### src/rtl/energy_cal_quad_eval.sv
// Per-channel quadratic energy calibration: e = ((c2*p >>> 15) + c1)*p >>> 15 + c0, clamped to [0, 2^EW-1].
// Optional saturation counter port sat_count is built when ENERGY_CAL_SAT_CNT_EN is defined.
module energy_cal_quad_eval #(
  parameter int CHAN_W      = 10,
  parameter int PH_W        = 16,
  parameter int TS_W        = 32,
  parameter int EW          = 16,
  parameter int LUT_LATENCY = 3
) (
  input  logic              clk,
  input  logic              rst,
  input  logic              photon_valid,
  input  logic [CHAN_W-1:0] photon_chan,
  input  logic [PH_W-1:0]   photon_phase,
  input  logic [TS_W-1:0]   photon_ts,
  output logic [CHAN_W-1:0] bram_addr,
  output logic              bram_en_a,
  output logic              bram_we,
  output logic [63:0]       bram_wr_data,
  input  logic [63:0]       bram_rd_data,
  output logic              energy_valid,
  output logic [EW-1:0]     energy,
  output logic [CHAN_W-1:0] energy_chan,
  output logic [TS_W-1:0]   energy_ts
`ifdef ENERGY_CAL_SAT_CNT_EN
  ,
  output logic [31:0]       sat_count
`endif
);

  // The LUT samples the address on the same edge that accepts the photon.
  assign bram_addr    = photon_chan;
  assign bram_en_a    = !rst;
  assign bram_we      = 1'b0;
  assign bram_wr_data = '0;

  logic              sb_valid_q [LUT_LATENCY];
  logic [PH_W-1:0]   sb_phase_q [LUT_LATENCY];
  logic [CHAN_W-1:0] sb_chan_q  [LUT_LATENCY];
  logic [TS_W-1:0]   sb_ts_q    [LUT_LATENCY];

  always_ff @(posedge clk) begin
    if (rst) begin
      for (int i = 0; i < LUT_LATENCY; i++) sb_valid_q[i] <= 1'b0;
    end else begin
      sb_valid_q[0] <= photon_valid;
      for (int i = 1; i < LUT_LATENCY; i++) sb_valid_q[i] <= sb_valid_q[i-1];
    end
  end

  always_ff @(posedge clk) begin
    sb_phase_q[0] <= photon_phase;
    sb_chan_q[0]  <= photon_chan;
    sb_ts_q[0]    <= photon_ts;
    for (int i = 1; i < LUT_LATENCY; i++) begin
      sb_phase_q[i] <= sb_phase_q[i-1];
      sb_chan_q[i]  <= sb_chan_q[i-1];
      sb_ts_q[i]    <= sb_ts_q[i-1];
    end
  end

  logic signed [15:0] c2_w, c1_w;
  logic signed [31:0] c0_w;
  logic signed [15:0] p_w;
  assign c2_w = signed'(bram_rd_data[63:48]);
  assign c1_w = signed'(bram_rd_data[47:32]);
  assign c0_w = signed'(bram_rd_data[31:0]);
  assign p_w  = signed'(sb_phase_q[LUT_LATENCY-1]);

  // Stage registers; data paths are unreset, only the valid chain is.
  logic                     s1_valid_q, s2_valid_q, s3_valid_q;
  logic signed [31:0]       s1_m1_q;
  logic signed [15:0]       s1_c1_q, s1_p_q, s2_p_q;
  logic signed [31:0]       s1_c0_q, s2_c0_q, s3_c0_q;
  logic signed [17:0]       s2_t1_q;
  logic signed [33:0]       s3_m2_q;
  logic [CHAN_W-1:0]        s1_chan_q, s2_chan_q, s3_chan_q;
  logic [TS_W-1:0]          s1_ts_q, s2_ts_q, s3_ts_q;

  logic signed [31:0] m1_d;
  logic signed [16:0] m1_sh;
  logic signed [17:0] t1_d;
  logic signed [33:0] m2_d;
  logic signed [18:0] m2_sh;
  logic signed [32:0] e_d;
  logic [EW-1:0]      clamp_d;
  logic               sat_d;

  assign m1_d  = 32'(c2_w) * 32'(p_w);
  assign m1_sh = s1_m1_q[31:15];
  assign t1_d  = {m1_sh[16], m1_sh} + {{2{s1_c1_q[15]}}, s1_c1_q};
  assign m2_d  = 34'(s2_t1_q) * 34'(s2_p_q);
  assign m2_sh = s3_m2_q[33:15];
  assign e_d   = {{14{m2_sh[18]}}, m2_sh} + {s3_c0_q[31], s3_c0_q};

  always_comb begin
    clamp_d = e_d[EW-1:0];
    sat_d   = 1'b0;
    if (e_d[32]) begin
      clamp_d = '0;
      sat_d   = 1'b1;
    end else if (|e_d[31:EW]) begin
      clamp_d = '1;
      sat_d   = 1'b1;
    end
  end

  always_ff @(posedge clk) begin
    if (rst) begin
      s1_valid_q <= 1'b0;
      s2_valid_q <= 1'b0;
      s3_valid_q <= 1'b0;
    end else begin
      s1_valid_q <= sb_valid_q[LUT_LATENCY-1];
      s2_valid_q <= s1_valid_q;
      s3_valid_q <= s2_valid_q;
    end
  end

  always_ff @(posedge clk) begin
    s1_m1_q   <= m1_d;
    s1_c1_q   <= c1_w;
    s1_c0_q   <= c0_w;
    s1_p_q    <= p_w;
    s1_chan_q <= sb_chan_q[LUT_LATENCY-1];
    s1_ts_q   <= sb_ts_q[LUT_LATENCY-1];
    s2_t1_q   <= t1_d;
    s2_p_q    <= s1_p_q;
    s2_c0_q   <= s1_c0_q;
    s2_chan_q <= s1_chan_q;
    s2_ts_q   <= s1_ts_q;
    s3_m2_q   <= m2_d;
    s3_c0_q   <= s2_c0_q;
    s3_chan_q <= s2_chan_q;
    s3_ts_q   <= s2_ts_q;
  end

  // Output registers hold their last value between events.
  always_ff @(posedge clk) begin
    if (rst) begin
      energy_valid <= 1'b0;
      energy       <= '0;
      energy_chan  <= '0;
      energy_ts    <= '0;
    end else begin
      energy_valid <= s3_valid_q;
      if (s3_valid_q) begin
        energy      <= clamp_d;
        energy_chan <= s3_chan_q;
        energy_ts   <= s3_ts_q;
      end
    end
  end

`ifdef ENERGY_CAL_SAT_CNT_EN
  always_ff @(posedge clk) begin
    if (rst) begin
      sat_count <= '0;
    end else if (s3_valid_q && sat_d && (sat_count != '1)) begin
      sat_count <= sat_count + 32'd1;
    end
  end
`else
  logic unused_sat;
  assign unused_sat = sat_d;
`endif

endmodule

### config.mk
export PLATFORM = sky130hd
export DESIGN_NAME = energy_cal_quad_eval
export DESIGN_NICKNAME = d
export VERILOG_FILES = /design/src/rtl/energy_cal_quad_eval.sv
export SDC_FILE = /design/constraint.sdc
export NUM_CORES = 2
export LEC_CHECK = 0
export CAP_MARGIN = 20
export CORE_MARGIN = 2
export CORE_UTILIZATION = 30
export CTS_BUF_LIST = sky130_fd_sc_hd__clkbuf_8
export DETAILED_ROUTE_END_ITERATION = 8
export HOLD_SLACK_MARGIN = 0.08
export PLACE_DENSITY = 0.56
export SLEW_MARGIN = 20
export SYNTH_ARGS = -nofsm -noshare
export SYNTH_HDL_FRONTEND = slang
export SYNTH_SLANG_ARGS = --single-unit
### constraint.sdc
create_clock -name clk -period 7.3 [get_ports clk]
set_clock_uncertainty 0.05 [all_clocks]
set_input_delay 1.095 -clock clk [delete_from_list [all_inputs] [get_ports clk]]
set_output_delay 1.095 -clock clk [all_outputs]
set_load 0.03 [all_outputs]
==> impl_metrics.toml <==
[timing]
tns_ns = 0
fin_crit_ns = 6.82
fin_crit_sh_pct = 93.5
slew_headroom_pct = 36.2
fmax_ghz = 0.147
setup_ws_ns = 0.478
whs_ns = 0.246
setup-violations-final = 0
maxSlewViolCount = 0
worst_pin_slew_ns = 0.951
hold_viol = 0
rsz0062_at_grt = "no"

[critical_path]
critPathTopFamily = "adder cells"
startpoint = "bram_rd_data[56]"
cp.required_ns = 7.83
worstSetupPathType = "input pin to flop"
r2r_start = "sb_phase_q[0][35]"
crit_chain = "clkdlybuf4s50_1, nand2_1, fa_1, fa_1, fa_1, inv_1, ha_1, fa_1, inv_1, fa_1, inv_1, ha_1, nand3_1, or4_1, o211ai_1, a21oi_1, o211ai_1, a31oi_1, buf_4, o31a_1, o21ai_0, a31oi_1, xnor2_1"
crit_fanout = 8
reg2regPathDepth = 22
worstPathBufferInverterCount = 5
start_kind = "input pin"
crit_top_cell = "fa_1"
crit_path_max_incr_delay_ns = 0.64
cp.depth = 23
end_kind = "flop"
crit_slowest_cell = "clkdlybuf4s50_1"
cp.arrival_ns = 7.35

[global_route]
use_met3_pct = 2.46
grt_usage_pct = 12.7
met1_usage_pct = 16.7
grt_pass1_wl_um = 121000
antenna_found_initial = 5
grt_overflow_total = 0
grt_util_met2_pct = 21.1
top_usage_layer = "met2"
grt_max_degree = 67
first_global_vias = 23000

[synthesis]
ys.flop_type = "dfxtp_1"
ys_ff_latch = 563
yosysSeqAreaShare_pct = 32.2
yosys_warnings = 0
synthAdderAreaFrac_pct = 39.1
synthSimpleGateAreaFrac_pct = 10.5
synth.top_cell.area_share_pct = 32.2
synth-xor-area-share_pct = 2.10
syn_area_mm2 = 0.0350
synthMuxAreaShare_pct = 1.26
synth_compound_area_share_pct = 5.12
synth_top_family_by_area = "adder cells"
synth_edf_count = 0
synthCells = 3257
synthArstFlopShare_pct = 0
netlist_top_cells_area = "dfxtp_1, fa_1, ha_1, inv_1, and2_1"
synth_top_cell_by_area = "dfxtp_1"
synth_cell_type_count = 75
syn_area_per_cell_um2 = 10.8

[clocking]
path_clk_slew_ns = 0.06
clk_path_buf_depth = 3
postCtsSetupBuffers = 0
cts_resized = 0
cts_sinks = 563
cts-hold-fix-buffers = 0
cts-root-buf = "clkbuf_8"
cts_buffers = 90
htreeDepth = 3
cts_tree = "done"
worstSkewPairLatency_ns = 0.76

[drt]
first_pass_iters = 7
wl_per_cell_um = 14.4
num_vias = 21400
viasPerCell = 4.19
drc = 0
drt-initial-drc-count = 924
postRouteWirelength_um = 73900
ant_nets = 0

[die]
start_util_pct = 30.2
die_h_um = 346
placementRows = 125
ioPinCount = 260
die_w_um = 346
die_area_mm2 = 0.119
core-area_mm2 = 0.116

[layout]
area_growth_pct = 16.3
seq_area_mm2 = 0.0113
drive_gt1_share_pct = 7.38
fillers = 11700
final_cell_mix = "inv_1, dfxtp_1, fa_1"
final_common_cell = "inv_1"
multiInputGateArea_mm2 = 0.0206
nNetsFinal = 4414

[placed_design]
place_ws_ns = -0.279
hpwl_um = 58700
gp_congestion = 0.826
io_buffers = 194

[min_path]
holdPathStages = 0
hp-class = "flop to flop"
hp-start = "sb_ts_q[1][31]"

[flow_run]
maxCapViolations = 0

[run_status]
status = "finished clean"
[kinds of logic (layout without fill, tap and decap cells)]
logic type | Yosys count | after routing
AO/OA/AOI/OAI | 247 | 247
buffers and inverters | 804 | 1074
XOR/XNOR | 84 | 84
other | 1 | 66
adder cells (fa/ha/maj) | 763 | 763
multiplexers | 44 | 44
flip-flops | 563 | 563
AND/OR/NAND/NOR | 751 | 751
[state kept, by name, indices dropped and copies added, names as in the netlist, 3 cells and up]
| signal | cells |
|---|---|
| s3_chan_q | 10 |
| s1_ts_q | 32 |
| s2_t1_q | 18 |
| s3_c0_q | 32 |
| s2_ts_q | 32 |
| s2_chan_q | 10 |
| sb_chan_q | 30 |
| s1_c1_q | 16 |
| energy | 16 |
| sb_valid_q | 3 |
| sb_phase_q | 48 |
| s2_p_q | 16 |
| s2_c0_q | 32 |
| energy_ts | 32 |
| s1_c0_q | 32 |
| sb_ts_q | 96 |
| s1_p_q | 16 |
| s3_m2_q | 19 |
| s1_m1_q | 17 |
| s1_chan_q | 10 |
| s3_ts_q | 32 |
| energy_chan | 10 |
[cell type report]
type / instances / area share, %
multi-input combinational: 1954 / 50.5
sequential: 563 / 27.7
timing repair buffer: 287 / 6.53
inverter: 630 / 5.80
tap: 1524 / 4.68
clock buffer: 113 / 3.82
clock inverter: 44 / 0.980
antenna: 1 / 0.00614
[per-stage QoR]
step	util [%]	instance area [µm²]	cells
global route	35.1	40700	5116
global placement	33.4	38800	4958
finish	35.1	40700	5116
detailed placement	33.4	38800	4958
floorplan	-	35300	3321
CTS	35.1	40700	5115
[path summary, 6_finish.rpt]
check / end / slack [ns]
setup reg to reg: s1_m1_q[31] / 0.51
setup / recovery: s1_m1_q[31] / 0.48
hold reg to reg: sb_ts_q[2][31] / 0.25
hold / removal: sb_ts_q[2][31] / 0.25
[synthesized netlist by cell type (all sizes together), types with 3 or more instances]
library cell and count:
xnor2 67, a21oi 60, o21a 8, inv 629, dfxtp 563, and2 257, o21ai 41, ha 211
a21boi 4, o31ai 4, nand2b 19, a21o 25, fa 552, o31a 3, and4 3, clkbuf 87
mux2i 43, a211o 3, and3 5, nor3 13, nand4 12, o211ai 7, a2111o 4, buf 84
o2111ai 4, a2111oi 3, a211oi 22, o21bai 8, nand3 11, a31oi 6, xor2 17, nor2b 13
nand2 290, a22oi 16, a221oi 18, or2 3, nor2 117
[per-layer routing]
| metal | part of all wire (%) | up-vias | routed length (µm) |
|---|---|---|---|
| met5 | 0.035 | - | 26 |
| met4 | 2.7 | 4 | 2010 |
| met3 | 4.5 | 128 | 3320 |
| met2 | 47 | 429 | 34600 |
| met1 | 46 | 10600 | 34000 |
| li1 | - | 10300 | - |
[worst reg2reg max path, stage by stage, from the launching register on]
cell,delay (ns)
dfxtp_1,0.94
nand2_1,0.17
fa_1,0.51
fa_1,0.53
fa_1,0.53
inv_1,0.05
ha_1,0.28
fa_1,0.48
inv_1,0.05
fa_1,0.47
inv_1,0.04
ha_1,0.28
nand3_1,0.08
or4_1,0.40
o211ai_1,0.14
a21oi_1,0.16
o211ai_1,0.30
a31oi_1,0.15
buf_4,0.16
o31a_1,0.33
o21ai_0,0.25
a31oi_1,0.14
xnor2_1,0.14
Power is left out: the tool's default activity adds up to more than one toggle a clock period on the data nets, which glitch-free logic cannot reach.
